===== config.mk =====
export PLATFORM = sky130hd
export DESIGN_NAME = input_2
export DESIGN_NICKNAME = d
export VERILOG_FILES = /design/src/rtl/input_2.sv
export SDC_FILE = /design/constraint.sdc
export NUM_CORES = 1
export LEC_CHECK = 0
export CORE_ASPECT_RATIO = 1.25
export CORE_MARGIN = 4
export CORE_UTILIZATION = 47
export CTS_CLUSTER_DIAMETER = 150
export DETAILED_ROUTE_END_ITERATION = 16
export PLACE_DENSITY = 0.8
export SETUP_SLACK_MARGIN = 0.5
export SYNTH_ARGS = -nofsm -noshare
export SYNTH_HDL_FRONTEND = slang
export SYNTH_SLANG_ARGS = --single-unit

===== constraint.sdc =====
create_clock -name clk -period 0.8 [get_ports clk]
set_input_delay 0.08 -clock clk [delete_from_list [all_inputs] [get_ports clk]]
set_output_delay 0.08 -clock clk [all_outputs]
set_load 0.05 [all_outputs]

===== src/rtl/input_2.sv =====
// input_2: registered two-element sorter carrying labels, stable on ties.
// Define INPUT_2_INREG_EN to add an input register stage (latency 2 instead of 1).
module input_2 #(
    parameter int DATA_WIDTH  = 8,
    parameter int LABEL_WIDTH = 1,
    parameter int SIGNED      = 1,
    parameter int ASCENDING   = 1
) (
    input  logic                   clk,
    input  logic                   rst,
    input  logic                   x_valid,
    input  logic [DATA_WIDTH-1:0]  x_0,
    input  logic [DATA_WIDTH-1:0]  x_1,
    input  logic [LABEL_WIDTH-1:0] x_label_0,
    input  logic [LABEL_WIDTH-1:0] x_label_1,
    output logic [DATA_WIDTH-1:0]  y_0,
    output logic [DATA_WIDTH-1:0]  y_1,
    output logic [LABEL_WIDTH-1:0] y_label_0,
    output logic [LABEL_WIDTH-1:0] y_label_1,
    output logic                   y_valid
);
    logic                   a_valid;
    logic [DATA_WIDTH-1:0]  a_0, a_1;
    logic [LABEL_WIDTH-1:0] a_l0, a_l1;
`ifdef INPUT_2_INREG_EN
    logic                   a_valid_q;
    logic [DATA_WIDTH-1:0]  a0_q, a1_q;
    logic [LABEL_WIDTH-1:0] al0_q, al1_q;
    always_ff @(posedge clk or posedge rst) begin
        if (rst) begin
            a_valid_q <= 1'b0;
            a0_q      <= '0;
            a1_q      <= '0;
            al0_q     <= '0;
            al1_q     <= '0;
        end else begin
            a_valid_q <= x_valid;
            a0_q      <= x_0;
            a1_q      <= x_1;
            al0_q     <= x_label_0;
            al1_q     <= x_label_1;
        end
    end
    assign a_valid = a_valid_q;
    assign a_0     = a0_q;
    assign a_1     = a1_q;
    assign a_l0    = al0_q;
    assign a_l1    = al1_q;
`else
    assign a_valid = x_valid;
    assign a_0     = x_0;
    assign a_1     = x_1;
    assign a_l0    = x_label_0;
    assign a_l1    = x_label_1;
`endif
    logic                   gt, lt, swap;
    logic [DATA_WIDTH-1:0]  y0_q, y1_q, y0_d, y1_d;
    logic [LABEL_WIDTH-1:0] yl0_q, yl1_q, yl0_d, yl1_d;
    logic                   yv_q;
    // Strict compares only, so equal words never swap and the sort stays stable
    always_comb begin
        gt    = (SIGNED != 0) ? ($signed(a_0) > $signed(a_1)) : (a_0 > a_1);
        lt    = (SIGNED != 0) ? ($signed(a_0) < $signed(a_1)) : (a_0 < a_1);
        swap  = (ASCENDING != 0) ? gt : lt;
        y0_d  = a_valid ? (swap ? a_1 : a_0) : y0_q;
        y1_d  = a_valid ? (swap ? a_0 : a_1) : y1_q;
        yl0_d = a_valid ? (swap ? a_l1 : a_l0) : yl0_q;
        yl1_d = a_valid ? (swap ? a_l0 : a_l1) : yl1_q;
    end
    always_ff @(posedge clk or posedge rst) begin
        if (rst) begin
            yv_q  <= 1'b0;
            y0_q  <= '0;
            y1_q  <= '0;
            yl0_q <= '0;
            yl1_q <= '0;
        end else begin
            yv_q  <= a_valid;
            y0_q  <= y0_d;
            y1_q  <= y1_d;
            yl0_q <= yl0_d;
            yl1_q <= yl1_d;
        end
    end
    assign y_valid   = yv_q;
    assign y_0       = y0_q;
    assign y_1       = y1_q;
    assign y_label_0 = yl0_q;
    assign y_label_1 = yl1_q;
endmodule


=== Word-level counts from Yosys, hierarchy flattened ===
Index checks and enable logic that the tools add are counted.

* Register bits: 19
* Bits of input ports: 21
* Output and inout port bits: 19
* Logic and storage cells: 10

* $lt $le $gt $ge: 1
* Mux-type cells: 4

{| class="wikitable"
|+ Operator list
! cell !! number
|-
| $mux 8 || 2
|-
| $gt 8x8->1 || 1
|-
| $mux 1 || 2
|}

=== Longest topological paths before layout ===
Gate-level depths: netlist (run 1).

* Depth after elaboration: 2
* Mapped depth: 10
* Mapped depth without buffers: 7

=== Least setup slack after synthesis (run 1) ===
No wires, ideal clock.

* Path kind: input -> register
* Start point: input x_1[5]
* End point: register y0_q[5], in the netlist y_0[5]
* Setup time: 0.086 ns
* Arrival time: 1.640 ns
* Data required time: 0.714 ns
* Setup slack: -0.926 ns
* Stages: 10
* Path buffers: 3
* Cell sequence: inv_1 -> ha_1 -> a211oi_1 -> o22ai_1 -> o21ba_1 -> buf_6 -> or2_1 -> buf_6 -> buf_12 -> o221ai_2

* Longest elaborated chain between the ends: 2

{| class="wikitable"
|+ RTL lines
! element !! line !! RTL
|-
| start: declaration || 13 || <nowiki>input logic [DATA_WIDTH-1:0] x_1,</nowiki>
|-
| $gt 8x8->1 || 62 || <nowiki>gt = (SIGNED != 0) ? ($signed(a_0) > $signed(a_1)) : (a_0 > a_1);</nowiki>
|-
| $mux 8 * || 65 || <nowiki>y0_d = a_valid ? (swap ? a_1 : a_0) : y0_q;</nowiki>
|-
| end signal: assignment || 79 || <nowiki>y0_q <= y0_d;</nowiki>
|-
| end: declaration || 57 || <nowiki>logic [DATA_WIDTH-1:0] y0_q, y1_q, y0_d, y1_d;</nowiki>
|}

Mark *: on every way between the ends. The rest lies on a longest branch, timed or not.
A chain may end at the register's enable or synchronous reset.

=== Worst setup path in the final report (run 1) ===
* Start point: input x_1[4]
* End point: register y0_q[3], in the netlist y_0[3]

* Longest elaborated chain between the ends: 2

{| class="wikitable"
|+ RTL lines
! element !! line
|-
| $gt 8x8->1 || 62
|-
| $mux 8 || 65
|}

Every way passes these cells.

==> results of run 1 <==
[power groups by stage]
| stage | registers, W | clock network, W | logic, W |
|---|---|---|---|
| floorplan | 0.00187 | 0 | 0.000713 |
| global placement | 0.00135 | 0 | 0.00227 |
| detailed placement | 0.00137 | 0 | 0.00235 |
| CTS | 0.00135 | 0.000485 | 0.00256 |
| global route | 0.00138 | 0.000567 | 0.00310 |
| finish | 0.00136 | 0.000535 | 0.00300 |
[flip-flops by register name, indices dropped and copies added (netlist names)]
register   count
y_0            8
y_1            8
y_label_0      1
y_label_1      1
y_valid        1
[critical path: stages]
cell      delay (ns)
buf_2           0.11
inv_2           0.05
ha_4            0.15
a211oi_2        0.31
o22ai_2         0.18
o21ba_4         0.25
or2_4           0.29
buf_12          0.16
o221ai_4        0.19
[cell type report]
type	instances	area (sq um)	share of cell area, %
inverter	30	119	4.77
sequential	19	488	19.6
clock buffer	3	22.5	0.905
multi-input combinational	75	1010	40.6
timing repair buffer	65	802	32.2
clock inverter	1	5.00	0.201
tap	34	42.5	1.71
[per-stage QoR]
stage                     utilization (%)  cells
after floorplan                         -    133
after global placement               77.5    215
after detailed placement             77.5    215
after CTS                            83.6    223
after global routing                 92.0    227
final                                92.0    227
[layer usage]
metal | share of wire [%] | track usage [%] | vias to the layer above
met3 | 5.0 | 2.49 | 32
met1 | 34 | 31.6 | 689
met4 | 5.7 | 11.6 | 0
met2 | 55 | 49.3 | 90
li1 | - | - | 580
met5 | 0 | 0 | -
[repair_timing]
action	CTS	global route
hold buffers	0	0
gates cloned	1	1
gates resized for setup	98	37
setup endpoints to repair	38	37
endpoints found under the hold margin	0	0
pin swaps	33	14
setup buffers	3	3
[how the worst min path moves through the flow]
stage | from | end | slack, ns | cells past startpoint
after floorplan | rst | y_0[0]$_DFFE_PP0P_ | -0.07 | 1
after global placement | rst | y_valid$_DFF_PP0_ | 0.45 | 3
after detailed placement | rst | y_0[2]$_DFFE_PP0P_ | 0.46 | 3
after CTS | x_1[5] | y_1[5]$_DFFE_PP0P_ | 0.10 | 3
after global routing | x_valid | y_valid$_DFF_PP0_ | 0.12 | 2
final | x_1[7] | y_1[7]$_DFFE_PP0P_ | 0.11 | 3
[cell usage after synthesis]
master	number	area (sq um)
nand2_1	18	67.6
o21bai_1	18	135
o221ai_2	10	150
o21ba_1	1	10.0
dlymetal6s2s_1	1	12.5
a211oi_2	1	12.5
ha_1	8	100
nor3_2	1	10.0
dlygate4sd1_1	1	8.76
clkbuf_8	3	41.3
o21ai_1	1	5.00
or2_1	1	6.26
nand4_1	1	6.26
dfrtp_1	19	475
inv_1	30	113
o221ai_1	8	70.1
a211oi_1	1	7.51
nand3b_1	1	7.51
a21oi_1	2	10.0
buf_12	1	20.0
o22ai_1	2	12.5
buf_6	3	33.8
nand4_2	1	12.5
[kinds of logic after synthesis]
| kind of cell | after synthesis | share of synthesized area [%] |
|---|---|---|
| adders and majority gates | 8 | 7.54 |
| DFF | 19 | 35.8 |
| and+or+nand+nor | 23 | 8.29 |
| AOI/OAI and AO/OA | 44 | 31.1 |
| buffers and inverters | 39 | 17.2 |
==> metrics.cfg, run 1 <==
[run_status]
outcome=finished, violations left
violations=setup timing

[placed_design]
placed_area_sq_um=2100
place.gp.congestion=0.803
place_ws_ns=-1.36
dp_hpwl_um=3160
portBuffers=39

[pwr]
sw_frac_of_total_pct=44.2
pwr-share-comb_pct=61.3
vdd_drop_max_mv=1.56
p_clk_share_pct=10.9
p_switching_w=0.00217
intPower_w=0.00273
power.share.sequential_pct=27.8
leakage_nw=1.04
total_power_w=0.00490
p_per_area_nw_per_um2=1970

[timing]
setup_ws_ns=-0.765
fmax_ghz=0.639
fin_hold_ws_ns=0.111
relSlewSlack_pct=79.6
hold_viol_final=0
worst_slew_pin_slew_ns=0.305
setup-tns-final_ns=-16.24
fin_worst_skew_ns=0
final.period_utilization_pct=196
rsz0062_at_grt=yes
finalSetupViolations=37
min_period_ns=1.56
slew_viol_final=0

[grt]
globalRouteTotalUtil_pct=26.6
grt_overflow=0
grt_pass1_wl_um=7530
grt_pass1_vias=1388
grt_max_degree=20
antenna_found_initial=0

[floorplan]
dieWidth_um=55.5
ios=40
placementRows=21
chipHeight_um=67.4
core_sq_um=2710
start_util_pct=49.1
die-area_sq_um=3740

[cells_and_area]
fillers=88
mostFrequentLayoutCell=buf_12
diodes=0
area_growth_pct=87.6
nNetsFinal=223
drive_gt1_share_pct=68.9
mostFrequentLayoutCells=buf_12 (23), inv_1 (21), nand2_1 (18), buf_4 (17), buf_2 (13)
fin_area_sq_um=2490

[worst_setup_path]
crit_end=y_0[3]$_DFFE_PP0P_
critical_path_class=in2reg
critical_path.startpoint=x_1[4]
crit_fanout=7
startpoint_type=input pin
critPathArrivalTime_ns=1.79
r2r_start=y_0[3]$_DFFE_PP0P_
reg2reg_slack_ns=-0.13
cp.required_ns=1.03
endpoint_kind=register
reg2reg_depth=3
timing.rr.end=y_0[3]$_DFFE_PP0P_

[clock_network]
clock_latency_ns=0.32
clock-sinks=19
clk_pin_slew_ns=0.12
clk_path_buf_depth=2
root_buffer=clkbuf_4
cts_tree=done
cts_buffers=3
cts_max_level=1

[logic_synthesis]
ys_warn_count=0
synth_area_sq_um=1330
syn_inst=133
syn_area_per_cell_sq_um=9.98
ys_types=23
ys_seq_elements=19
synth_nets=162
seq_area_frac_synth_pct=35.8

[flow_run]
maxCapViolations=0

[detailed_routing]
via_count=1391
dr.pass1.iters=4
detail-route-antenna-nets=0
wl_um=6330
vias_per_cell=6.13
wl_per_cell_um=27.9
drt_iter0_drc=79
drc_errors=0

[worst_hold_path]
hold_class=in2reg

Power figures use the tool's default switching activity.
==> run 2: changes to the inputs <==
Settings changed: CORE_ASPECT_RATIO 1.25 to unset.
==> run 2 against run 1 <==
  * The run still ends with setup timing left
  * Sequential share of layout area decreased by 0.45 points
  * First-iteration DRC count decreased by 5.1%
  * Routed wire length decreased by 5.7%
  * Via count increased by 1.4%
  * Register-to-register slack got worse by 0.05 ns
  * Setup slack improved by 0.053 ns
  * Cell count increased by 0.44%
  * Non-clock buffer count increased by 4
  * Sequential power about the same
  * Clock power increased by 4.3%
  * Critical path depth unchanged
  * Critical endpoint is now y_0[1]$_DFFE_PP0P_
  * Largest power group unchanged
==> metrics.cfg, run 2 (synthesized netlist as in run 1, its figures left out) <==
[cells_and_area]
fin_cells=228  ; was 227
mostFrequentLayoutCells=buf_12 (24), inv_1 (22), buf_4 (22), nand2_1 (18), o221ai_2 (15)  ; was buf_12 (23), inv_1 (21), nand2_1 (18), buf_4 (17), buf_2 (13)
mostFrequentLayoutCell=buf_12  ; unchanged
diodes=0  ; unchanged
fillers=85  ; was 88
fin_area_sq_um=2550  ; was 2490 sq um
area_growth_pct=92.0  ; was 87.6%
drive_gt1_share_pct=67.5  ; was 68.9%
nNetsFinal=227  ; was 223

[timing]
final.period_utilization_pct=189  ; was 196%
worst_slew_pin_slew_ns=0.352  ; was 0.305 ns
min_period_ns=1.51  ; was 1.56 ns
slew_viol_final=0  ; unchanged
finalSetupViolations=37  ; unchanged
hold_viol_final=0  ; unchanged
fin_worst_skew_ns=0  ; unchanged
setup_ws_ns=-0.711  ; was -0.765 ns
rsz0062_at_grt=yes  ; unchanged
relSlewSlack_pct=76.5  ; was 79.6%
fmax_ghz=0.662  ; was 0.639 GHz

[worst_setup_path]
cp_top_family=compound AO/OA/AOI/OAI gates  ; unchanged
crit_fanout=18  ; was 7
startpoint_type=input pin  ; unchanged
cp.required_ns=1.01  ; was 1.03 ns
critPathBufInv=3  ; unchanged
critPathArrivalTime_ns=1.72  ; was 1.79 ns
endpoint_kind=register  ; unchanged
critical_path.cell_chain=buf_2 > inv_1 > ha_4 > nand3b_1 > a211oi_4 > nor3_2 > buf_4 > o21bai_1 > o221ai_2  ; was buf_2 > inv_2 > ha_4 > a211oi_2 > o22ai_2 > o21ba_4 > or2_4 > buf_12 > o221ai_4
critical_path_class=in2reg  ; unchanged
max_stage_delay_ns=0.33  ; was 0.31 ns
cp_slowest_cell=a211oi_4  ; was a211oi_2

[pwr]
power.share.sequential_pct=27.2  ; was 27.8%
intPower_w=0.00286  ; was 0.00273 W
p_clk_share_pct=11.1  ; was 10.9%
p_per_area_nw_per_um2=1970  ; about the same
total_power_w=0.00501  ; was 0.00490 W
sw_frac_of_total_pct=42.9  ; was 44.2%
pwr-share-comb_pct=61.6  ; was 61.3%
vdd_drop_max_mv=1.96  ; was 1.56 mV
leakage_nw=1.10  ; was 1.04 nW
p_switching_w=0.00215  ; was 0.00217 W

[grt]
grt_pass1_vias=1492  ; was 1388
antenna_found_initial=0  ; unchanged
globalRouteTotalUtil_pct=29.2  ; was 26.6%
grt_pass1_wl_um=7750  ; was 7530 um
grt_max_degree=20  ; unchanged
grt_overflow=0  ; unchanged

[floorplan]
dieWidth_um=61.1  ; was 55.5 um
placementRows=19  ; was 21
chipHeight_um=61.1  ; was 67.4 um
core_sq_um=2730  ; was 2710 sq um
ios=40  ; unchanged
die-area_sq_um=3740  ; about the same
start_util_pct=48.6  ; was 49.1%

[detailed_routing]
wl_um=5970  ; was 6330 um
drc_errors=0  ; unchanged
dr.pass1.iters=4  ; unchanged
vias_per_cell=6.19  ; was 6.13
via_count=1411  ; was 1391
drt_iter0_drc=75  ; was 79
wl_per_cell_um=26.2  ; was 27.9 um
detail-route-antenna-nets=0  ; unchanged

[clock_network]
cts_hold_buf=0  ; unchanged
clk_path_buf_depth=2  ; unchanged
clk_pin_slew_ns=0.13  ; was 0.12 ns
cts_buffers=3  ; unchanged
cts_max_level=1  ; unchanged
cts_tree=done  ; unchanged
clock_latency_ns=0.33  ; was 0.32 ns
clock-sinks=19  ; unchanged
root_buffer=clkbuf_4  ; unchanged

[placed_design]
place_ws_ns=-1.35  ; was -1.36 ns
dp_hpwl_um=2580  ; was 3160 um
place_inst=206  ; was 215
place.gp.congestion=0.885  ; was 0.803
portBuffers=39  ; unchanged
placed_area_sq_um=2060  ; was 2100 sq um

[worst_hold_path]
hold_class=in2reg  ; unchanged

[flow_run]
maxCapViolations=0  ; unchanged

[run_status]
outcome=finished, violations left  ; unchanged
violations=setup timing  ; unchanged

[run 2: cell types whose count changed in the layout (fill, tap and decap cells not counted), sizes merged]
| cell | change |
|---|---|
| buf | +6 |
| clkbuf | -1 |
| clkdlybuf4s15 | -1 |
[run 2: layer usage]
metal / routed length (um) / global-route usage, % / vias to the layer above / part of all wire, %
met5: 0 / 0 / - / 0
met4: 386 / 15.8 / 0 / 6.5
met3: 344 / 6.29 / 39 / 5.8
met2: 2980 / 49.4 / 80 / 50
met1: 2250 / 34.3 / 700 / 38
li1: - / - / 592 / -
[run 2: final timing paths]
kind                                    startpoint                 end  slack, ns  depth (start not counted)
worst max register to register  y_0[2]$_DFFE_PP0P_  y_0[2]$_DFFE_PP0P_      -0.18                          4
min in group asynchronous                      rst  y_0[0]$_DFFE_PP0P_       0.09                          3
max in group asynchronous                      rst  y_0[7]$_DFFE_PP0P_       0.55                          3
worst min-delay path                        x_1[6]  y_1[6]$_DFFE_PP0P_       0.05                          3
worst max-delay path                        x_0[0]  y_0[1]$_DFFE_PP0P_      -0.71                          9
worst min register to register  y_0[1]$_DFFE_PP0P_  y_0[1]$_DFFE_PP0P_       0.65                          2
[run 2: final cells by class]
class	instances	area, sq um	share of cell area (%)
Clock buffer	3	22.5	0.884
Timing Repair Buffer	69	932	36.6
Tap cell	31	38.8	1.52
Sequential cell	19	488	19.1
Inverter	30	121	4.76
Clock inverter	1	5.00	0.196
Multi-Input combinational cell	75	941	36.9
[run 2: power groups by stage]
stage / registers (W) / logic, W / clock network (W)
floorplan: 0.00187 / 0.000713 / 0
global placement: 0.00135 / 0.00226 / 0
detailed placement: 0.00136 / 0.00232 / 0
CTS: 0.00134 / 0.00274 / 0.000518
global route: 0.00138 / 0.00319 / 0.000597
finish: 0.00137 / 0.00309 / 0.000558
[run 2: timing repair]
item,in CTS,in global routing
resized for setup,102,28
setup buffers,8,6
pin swaps,33,16
cloned,4,0
setup endpoints to repair,38,38
[run 2: per-stage QoR]
step	utilization, %	TNS, ns	hold slack, ns
floorplan	-	-14.05	-0.0741
global placement	75.4	-21.76	0.445
detailed placement	75.4	-23.23	0.449
CTS	87.0	-13.45	0.0877
global route	93.2	-15.92	0.0697
finish	93.2	-15.57	0.0478
[run 2: tightest hold or removal path, cell delays in order]
cell,delay [ns]
buf_6,0.10
nand2_1,0.08
o221ai_2,0.09
==> run 3: changes to the inputs <==
Settings changed: ABC_AREA set to 1, CORE_UTILIZATION 47 to 45, PLACE_DENSITY 0.8 to 0.79.
==> run 3 against run 2 <==
  * The run now fails in clock tree synthesis
  * Synthesized cell count up 26%
  * Synthesized area down 7.8%
==> metrics.cfg, run 3 <==
[floorplan]
chipHeight_um=60.1  ; was 61.1 um
placementRows=18  ; was 19
ios=40  ; unchanged
dieWidth_um=60.1  ; was 61.1 um
start_util_pct=48.1  ; was 48.6%

[logic_synthesis]
synth_compound_area_share_pct=1.43  ; was 31.1%
synth_nets=196  ; was 162
synth_area_leaders=dfrtp_1 (39%), nand2_1 (19%), nand4_1 (9.2%), ha_1 (8.2%), nand3_1 (7.4%)  ; was dfrtp_1 (36%), o221ai_2 (11%), o21bai_1 (10%), inv_1 (8.5%), ha_1 (7.5%)
yosys.area.top_type=dfrtp_1  ; unchanged
synth_most_common_cell=nand2_1  ; was inv_1
ys_warn_count=0  ; unchanged
synth_edf_count=0  ; unchanged
syn_inst=167  ; was 133
syn_area_per_cell_sq_um=7.33  ; was 9.98 sq um
synthXorXnorAreaFrac_pct=0  ; unchanged
ys_seq_elements=19  ; unchanged
synth_simple_gate_area_share_pct=41.0  ; was 8.29%
synth.top_cell.area_share_pct=38.9  ; was 35.8%
async_flop_share_pct=100  ; unchanged
synth_mux_area_share_pct=0  ; unchanged
synth_top_family_by_area=simple AND/OR/NAND/NOR gates  ; was compound AO/OA/AOI/OAI gates
synthAdderAreaFrac_pct=8.18  ; was 7.54%
seq_area_frac_synth_pct=38.9  ; was 35.8%
ys_types=18  ; was 23
synth_area_sq_um=1220  ; was 1330 sq um
synth_ff_type=dfrtp_1  ; unchanged
synth_commonest_cells=nand2_1 (63), inv_1 (23), dfrtp_1 (19)  ; was inv_1 (30), dfrtp_1 (19), nand2_1 (18), o21bai_1 (18), o221ai_2 (10)

[clock_network]
cts_hold_buf=0  ; unchanged
post_cts_buffers=15  ; was 8
clock-sinks=19  ; unchanged
cts-resized-gates=108  ; was 102
root_buffer=clkbuf_4  ; unchanged
cts_buffers=3  ; unchanged
cts_max_level=1  ; unchanged
clk_path_buf_depth=2  ; unchanged

[run_status]
stop_stage=clock tree synthesis
outcome=did not finish  ; was finished, violations left
error=[ERROR DPL-0033] detailed placement checks failed during check placement.

[placed_design]
dp_hpwl_um=3030  ; was 2580 um
portBuffers=39  ; unchanged
place_ws_ns=-1.29  ; was -1.35 ns
placed_area_sq_um=2200  ; was 2060 sq um
place.gp.congestion=0.782  ; was 0.885
place_inst=249  ; was 206

run 3: cell count changes after synthesis, moves of 3 or more:
cell and change:
o21bai_1 -18, nand2_1 +45, clkbuf_8 -3, nand4_1 +17, inv_1 -7, nand3_1 +18
o221ai_1 -8, o221ai_2 -10, buf_2 +4
run 3: cell families after synthesis:
kind of cell    count (synthesis)
buf+inv                        31
simple gates                  106
flops                          19
compound gates                  3
fa+ha+maj                       8
run 3: per-stage QoR:
stage          hold WS [ns]  TNS [ns]
2_1_floorplan       -0.0742     -8.48
3_3_place_gp          0.443    -20.85
3_5_place_dp          0.466    -22.22
==> run 4: changes to the inputs <==
Settings changed: CORE_AREA set to 4 4 65 67, CORE_MARGIN 4 to unset, CORE_UTILIZATION 45 to unset, CTS_CLUSTER_DIAMETER 150 to unset, DIE_AREA set to 0 0 69 71, PLACE_DENSITY 0.79 to unset, PLACE_DENSITY_LB_ADDON set to 0.15, SETUP_SLACK_MARGIN 0.5 to unset.
==> run 4 against run 3 <==
  * The flow now finishes, with violations (setup timing)
  * Synthesized area unchanged
  * Synthesized cell count is the same
==> metrics.cfg, run 4 <==
[worst_setup_path]
critical_path_class=in2reg
cp_common_cell=buf_12
r2r_start=y_1[2]$_DFFE_PP0P_
cp_top_family=simple AND/OR/NAND/NOR gates
cp.required_ns=0.94
reg2reg_slack_ns=-0.02
startpoint_type=input pin
critical_path.startpoint=x_1[7]
critPathArrivalTime_ns=1.54
crit_fanout=5
max_stage_delay_ns=0.20
critPathBufInv=4
critical_path.cell_chain=buf_8 > inv_12 > ha_4 > a21o_1 > nor2_4 > nand2_2 > nand2_4 > buf_12 > buf_12 > nand4_1 > nand3_1 > nand2_1
cp_slowest_cell=ha_4
endpoint_kind=register

[timing]
slew_viol_final=0
fin_worst_skew_ns=0
fin_hold_ws_ns=0.149
worst_slew_pin_slew_ns=0.261
fmax_ghz=0.718
setup_ws_ns=-0.593
rsz0062_at_grt=yes
final.period_utilization_pct=174
hold_viol_final=0
relSlewSlack_pct=82.6
finalSetupViolations=37
min_period_ns=1.39

[grt]
grt_overflow=0
grt_pass1_wl_um=7910
globalRouteTotalUtil_pct=19.7
grt_max_degree=20
antenna_found_initial=0
grt_pass1_vias=1682

[pwr]
p_per_area_nw_per_um2=1720
leakage_nw=1.39
vdd_drop_max_mv=0.738

[logic_synthesis]
syn_area_per_cell_sq_um=7.33  ; unchanged
synth_ff_type=dfrtp_1  ; unchanged
synth.top_cell.area_share_pct=38.9  ; unchanged
synth_nets=196  ; unchanged
synth_top_family_by_area=simple AND/OR/NAND/NOR gates  ; unchanged
synth_most_common_cell=nand2_1  ; unchanged
synth_commonest_cells=nand2_1 (63), inv_1 (23), dfrtp_1 (19)  ; unchanged
yosys.area.top_type=dfrtp_1  ; unchanged
synthXorXnorAreaFrac_pct=0  ; unchanged
ys_types=18  ; unchanged
synth_area_sq_um=1220  ; unchanged
synthAdderAreaFrac_pct=8.18  ; unchanged
synth_compound_area_share_pct=1.43  ; unchanged
synth_mux_area_share_pct=0  ; unchanged
ys_warn_count=0  ; unchanged
synth_area_leaders=dfrtp_1 (39%), nand2_1 (19%), nand4_1 (9.2%), ha_1 (8.2%), nand3_1 (7.4%)  ; unchanged
syn_inst=167  ; unchanged
seq_area_frac_synth_pct=38.9  ; unchanged
async_flop_share_pct=100  ; unchanged
synth_simple_gate_area_share_pct=41.0  ; unchanged
synth_edf_count=0  ; unchanged
ys_seq_elements=19  ; unchanged

[cells_and_area]
mostFrequentLayoutCell=nand2_1
final_util_pct=76.4
drive_gt1_share_pct=57.8
fin_cells=304
area_growth_pct=127
mostFrequentLayoutCells=nand2_1 (42), buf_4 (31), buf_12 (28), nand2_2 (19), dfrtp_1 (19)
nNetsFinal=286
fin_area_sq_um=2780
diodes=0

[clock_network]
cts_max_level=1  ; unchanged
clock_latency_ns=0.25
root_buffer=clkbuf_8  ; was clkbuf_4
clk_pin_slew_ns=0.07
clk_path_buf_depth=2  ; unchanged
cts_tree=done
cts_buffers=3  ; unchanged
clock-sinks=19  ; unchanged
cts_hold_buf=0  ; unchanged

[floorplan]
core_sq_um=3630
ios=40  ; unchanged
placementRows=22  ; was 18
start_util_pct=33.7  ; was 48.1%
die-area_sq_um=4900
chipHeight_um=71  ; was 60.1 um
dieWidth_um=69  ; was 60.1 um

[run_status]
violations=setup timing
outcome=finished, violations left  ; was did not finish

[flow_run]
maxCapViolations=0

[detailed_routing]
drt_iter0_drc=107
wl_met2_um=2650
routed-wl-met3_um=283
vias_per_cell=5.23
dr.pass1.iters=4
detail-route-antenna-nets=0
wl_um=5050
via_count=1591
wl_per_cell_um=16.6
wl_met1_um=1800
drc_errors=0
top_layer=met4

[placed_design]
placed_area_sq_um=2210  ; was 2200 sq um
portBuffers=39  ; unchanged
place_inst=267  ; was 249
dp_hpwl_um=2730  ; was 3030 um
place.gp.congestion=0.809  ; was 0.782
place_ws_ns=-1.26  ; was -1.29 ns

[worst_hold_path]
hold_class=in2async

run 4: cell counts after synthesis:
No cell type changed its count.
run 4: cells by family after synthesis:
group | count (synthesis)
DFF | 19
adders and majority gates | 8
AOI/OAI and AO/OA | 3
and+or+nand+nor | 106
buffers and inverters | 31
run 4: timing repair:
action | 4_1_cts | 5_1_grt
setup endpoints to repair | 37 | 37
setup buffers | 20 | 8
resized for setup | 92 | 29
cloned | 8 | 0
pin swaps | 44 | 41
run 4: layer usage:
metal	vias to the layer above	track usage, %
met3	26	2.41
met1	745	21.1
met4	0	10.2
li1	732	-
met5	-	0
met2	88	37.5
run 4: worst reg2reg max path, cell delays in order, from the launching register on:
cell and delay, ns:
dfrtp_1 0.42, buf_4 0.15, nand2_1 0.07, nand2_1 0.06
run 4: worst paths after layout:
check                                         to  cells past startpoint
min                           y_1[7]$_DFFE_PP0P_                      3
max in group asynchronous     y_0[5]$_DFFE_PP0P_                      3
max reg2reg                   y_1[2]$_DFFE_PP0P_                      3
min reg2reg                y_label_0$_DFFE_PP0P_                      2
max                           y_1[3]$_DFFE_PP0P_                     12
min in group clk              y_0[5]$_DFFE_PP0P_                      5
run 4: through the flow:
stage,setup TNS (ns),power [W]
final,-11.55,0.00476
after floorplan,-8.47,0.00238
after global routing,-12.99,0.00497
after detailed placement,-22.23,0.00348
after global placement,-21.05,0.00343
after CTS,-11.73,0.00457
run 4: final cells by class:
class | instances | area (sq um)
clock buffers | 4 | 45.0
fillers | 231 | 856
multi-input cells | 120 | 938
flip-flops and latches | 19 | 475
repair buffers | 89 | 1140
inverters | 24 | 123
well taps | 48 | 60.1
run 4: power by group:
part,internal (W),switching [W],leakage (nW)
Sequential,0.00111,0.000167,0.227
Combinational,0.00142,0.00141,1.14
Clock,0.000353,0.000297,0.0228
==> patch 1 (config.mk and constraints of run 4) <==
Change the parameter `DATA_WIDTH` from 8 to 7.
--- a/src/rtl/input_2.sv
+++ b/src/rtl/input_2.sv
@@ -2,5 +2,5 @@
 // Define INPUT_2_INREG_EN to add an input register stage (latency 2 instead of 1).
 module input_2 #(
-    parameter int DATA_WIDTH  = 8,
+    parameter int DATA_WIDTH  = 7,
     parameter int LABEL_WIDTH = 1,
     parameter int SIGNED      = 1,
Ports: changed (resized x_0, x_1, y_0 and y_1); port bits go from 40 to 36. No check against the original RTL was run, so the function may have changed too.
==> patch 1 against run 4 <==
The flow still finishes with violations (setup timing); routed wire length shrank 25%; setup slack gained 0.14 ns; area after synthesis fell by 0.72%; via count down 19%; non-clock buffer count shrank 14; final area shrank 11%; total power shrank 13%; cell count down 9.2%; sequential cell count is 2 lower; critical path type unchanged; critical endpoint is now y_1[4]; largest cell class is now multi-input gates.
==> patch 1: results (changes against run 4) <==
outcome: finished with violations
failing checks: setup timing
Final Non-Filler Cells: 276 (-9.2%)
peak supply drop: 0.7426 mV (+0.60%)
dpl ws: -1.225 ns (+0.03636 ns)
Layout fillers: 296 (+28%)
FF-to-FF Start: y_1[6]
Comb power: 2.36 mW (-17%)
number of global-route vias before repair: 1362 (-19%)
Syn Area/Cell: 7.941 µm² (+8.4%)
critical path class: in -> reg
sequential cells: 17 (-2)
placed insts: 247 (-7.5%)
complex-gate fraction of the synthesized area: 0.01133 (-0.002986)
area of the multi-input gates: 974.7 µm² (+3.9%)
Seq/Total Area, Yosys: 0.3502 (-0.03839)
GP Congestion: 0.8009 (-1.1%)
buffer share of cell area: 0.3488 (-0.06020)
# port buffers: 35 (-10%)
top cell category: multi-input gates
Lkg Pwr: 1.227 nW (-12%)
ratio of cells with drive above 1 in the final layout: 0.6711 (+0.09293)
setup_tns: -8.490 ns (+3.060 ns)
CP Capture Point: y_1[4]
crit path max-delay cell type: a21oi_4
area share of fa/ha/maj cells after synthesis: 0.07209 (-0.009709)
count of non-CTS buffers in the layout: 75 (-16%)
Commonest cells post-synth: nand2_1, inv_1, nand3_1
CP Max Fanout: 8 (+3)
WL/cell: 13.65 µm (-18%)
WP data arrival: 1.44 ns (-0.10 ns)
post-CTS setup buffer count: 17 (-15%)
area after detailed placement: 0.001992 mm² (-10%)
PnR worst setup slack: -0.4551 ns (+0.1377 ns)
Synth Net Count: 179 (-8.7%)
internal power: 2.468 mW (-14%)
reg2reg setup slack: 0 ns (+0.02 ns)
via count: 1290 (-19%)
Slew HR: 0.7050 (-0.1209)
RR Endpoint: y_1[6]
Top FF cell, synth: dfrtp_1
multi-input gate count: 109 (-9.2%)
clock-net power: 0.622 mW (-4.5%)
Final #Nets: 255 (-11%)
hpwl dp: 2373 µm (-13%)
Power per Cell Area: 1664 mW/mm² (-3.0%)
final setup violating endpoints: 33 (-11%)
Worst Setup SP: x_1[6]
multi-input gate share of the layout cell area: 0.3932 (+0.05540)
largest net degree at the start of global routing: 18 (-10%)
PostCTS Resize Cnt: 101 (+9.8%)
largest cells by area after synthesis: dfrtp_1, nand2_1, nand3_2
nonclk inv count: 23 (-4.2%)
initial DRC count: 69 (-36%)
register area: 425.4 µm² (-11%)
==> patch 1: changes by cell type after synthesis, sizes merged <==
cell           run 4  this run
nor2               3         1
clkinv             1         0
nand2             64        60
buf                5         3
ha                 8         7
a21o               1         0
dfrtp             19        17
clkbuf             2         3
nand3             20        36
nand4             19         1
==> patch 1: metal layers <==
layer	global-route usage	share of wire
met5	0	0
met4	0.07592	0.031
met3	0.03835	0.043
met2	0.2828	0.53
met1	0.1698	0.39
==> patch 1: logic make-up after synthesis <==
family,Yosys count
adder cells (fa/ha/maj),7
AO/OA/AOI/OAI,2
flip-flops,17
AND/OR/NAND/NOR,98
buffers and inverters,29
==> patch 1: how the worst min path moves through the flow <==
stage / depth (start not counted) / startpoint / endpoint / slack (ns)
after floorplan: 1 / rst / y_0[0] / 0.006
after global placement: 3 / rst / y_valid / 0.41
after detailed placement: 3 / rst / y_label_1 / 0.41
after CTS: 3 / rst / y_label_1 / 0.16
after global routing: 3 / rst / y_valid / 0.18
final: 3 / rst / y_valid / 0.15
==> patch 2 (settings of run 4) <==
Made on the original files. `y0_q` no longer has a reset.
--- a/src/rtl/input_2.sv
+++ b/src/rtl/input_2.sv
@@ -71,5 +71,4 @@
         if (rst) begin
             yv_q  <= 1'b0;
-            y0_q  <= '0;
             y1_q  <= '0;
             yl0_q <= '0;
@@ -77,9 +76,12 @@
         end else begin
             yv_q  <= a_valid;
-            y0_q  <= y0_d;
             y1_q  <= y1_d;
             yl0_q <= yl0_d;
             yl1_q <= yl1_d;
         end
+    end
+
+    always_ff @(posedge clk) begin
+        y0_q <= y0_d;
     end
     assign y_valid   = yv_q;
Check against the original RTL: not equivalent (Yosys sat finds a counterexample within 4 cycles, from zero or initial values and one cycle with rst high).
==> patch 2 against run 4 <==
The flow still finishes with violations (setup timing); largest power group unchanged; routed wire length down 31%; setup slack better by 0.12 ns; fmax up 9.2%; die area is the same; area after synthesis decreased by 4.7%; sequential cell count unchanged; final area shrank 16%; clock skew stayed put; global-route usage decreased by 5.1 points; via count down 21%; total power decreased by 15%; sequential share of layout area up 4.9 points.
==> patch 2: results (changes against run 4) <==
number of global-route vias before repair: 1316 (-22%)
final setup violating endpoints: 37 (unchanged)
Final #Nets: 246 (-14%)
combinational power share: 0.517 (-0.078)
WP data arrival: 1.27 ns (-0.27 ns)
Post-Route WL: 3488 µm (-31%)
Vias/cell: 4.739 (-9.5%)
CP Max Fanout: 6 (+1)
outcome: finished with violations
initial DRC count: 53 (-50%)
met3 GRT Util: 0.02841 (+0.004261)
EDFF count, synth: 8 (+8)
hpwl dp: 2461 µm (-9.9%)
GRT Util Overall: 0.1455 (-0.05130)
failing checks: setup timing
dpl ws: -1.256 ns (+0.005220 ns)
post-CTS setup buffer count: 7 (-65%)
reg2reg setup slack: 0.02 ns (+0.04 ns)
Yosys cell types: 20 (+2)
largest net degree at the start of global routing: 12 (-40%)
first-pass GRT wire length: 5927 µm (-25%)
Worst-Margin Slew: 0.2763 ns (+0.01519 ns)
P_sw: 1.516 mW (-19%)
Lkg Pwr: 1.129 nW (-19%)
PnR worst setup slack: -0.4756 ns (+0.1172 ns)
-- patch 2: cell type report --
cell class / count / area [µm²]
fill: 313 / 1289
clock buffer: 4 / 45.04
tap: 48 / 60.06
inverter: 24 / 107.6
multi-input combinational: 95 / 789.5
timing repair buffer: 74 / 827.0
sequential: 19 / 515.5
-- patch 2: kinds of logic (layout without fill, tap and decap cells) --
kind of cell,after synthesis,in the layout,synth area share
AO/OA/AOI/OAI,10,10,0.04614
adder cells (fa/ha/maj),8,8,0.08584
buffers and inverters,30,102,0.1137
flip-flops,19,19,0.4421
AND/OR/NAND/NOR,75,77,0.3122
-- patch 2: path summary, 6_finish.rpt --
| kind | startpoint | end | cells past startpoint |
|---|---|---|---|
| setup / recovery | x_0[5] | y_0[6] | 10 |
| hold / removal | rst | y_1[4] | 3 |
| setup reg to reg | y_1[7] | y_1[7] | 3 |
| hold reg to reg | y_1[1] | y_1[1] | 2 |
| max in group asynchronous | rst | y_1[2] | 3 |
| min in group clk | x_0[0] | y_0[0] | 3 |
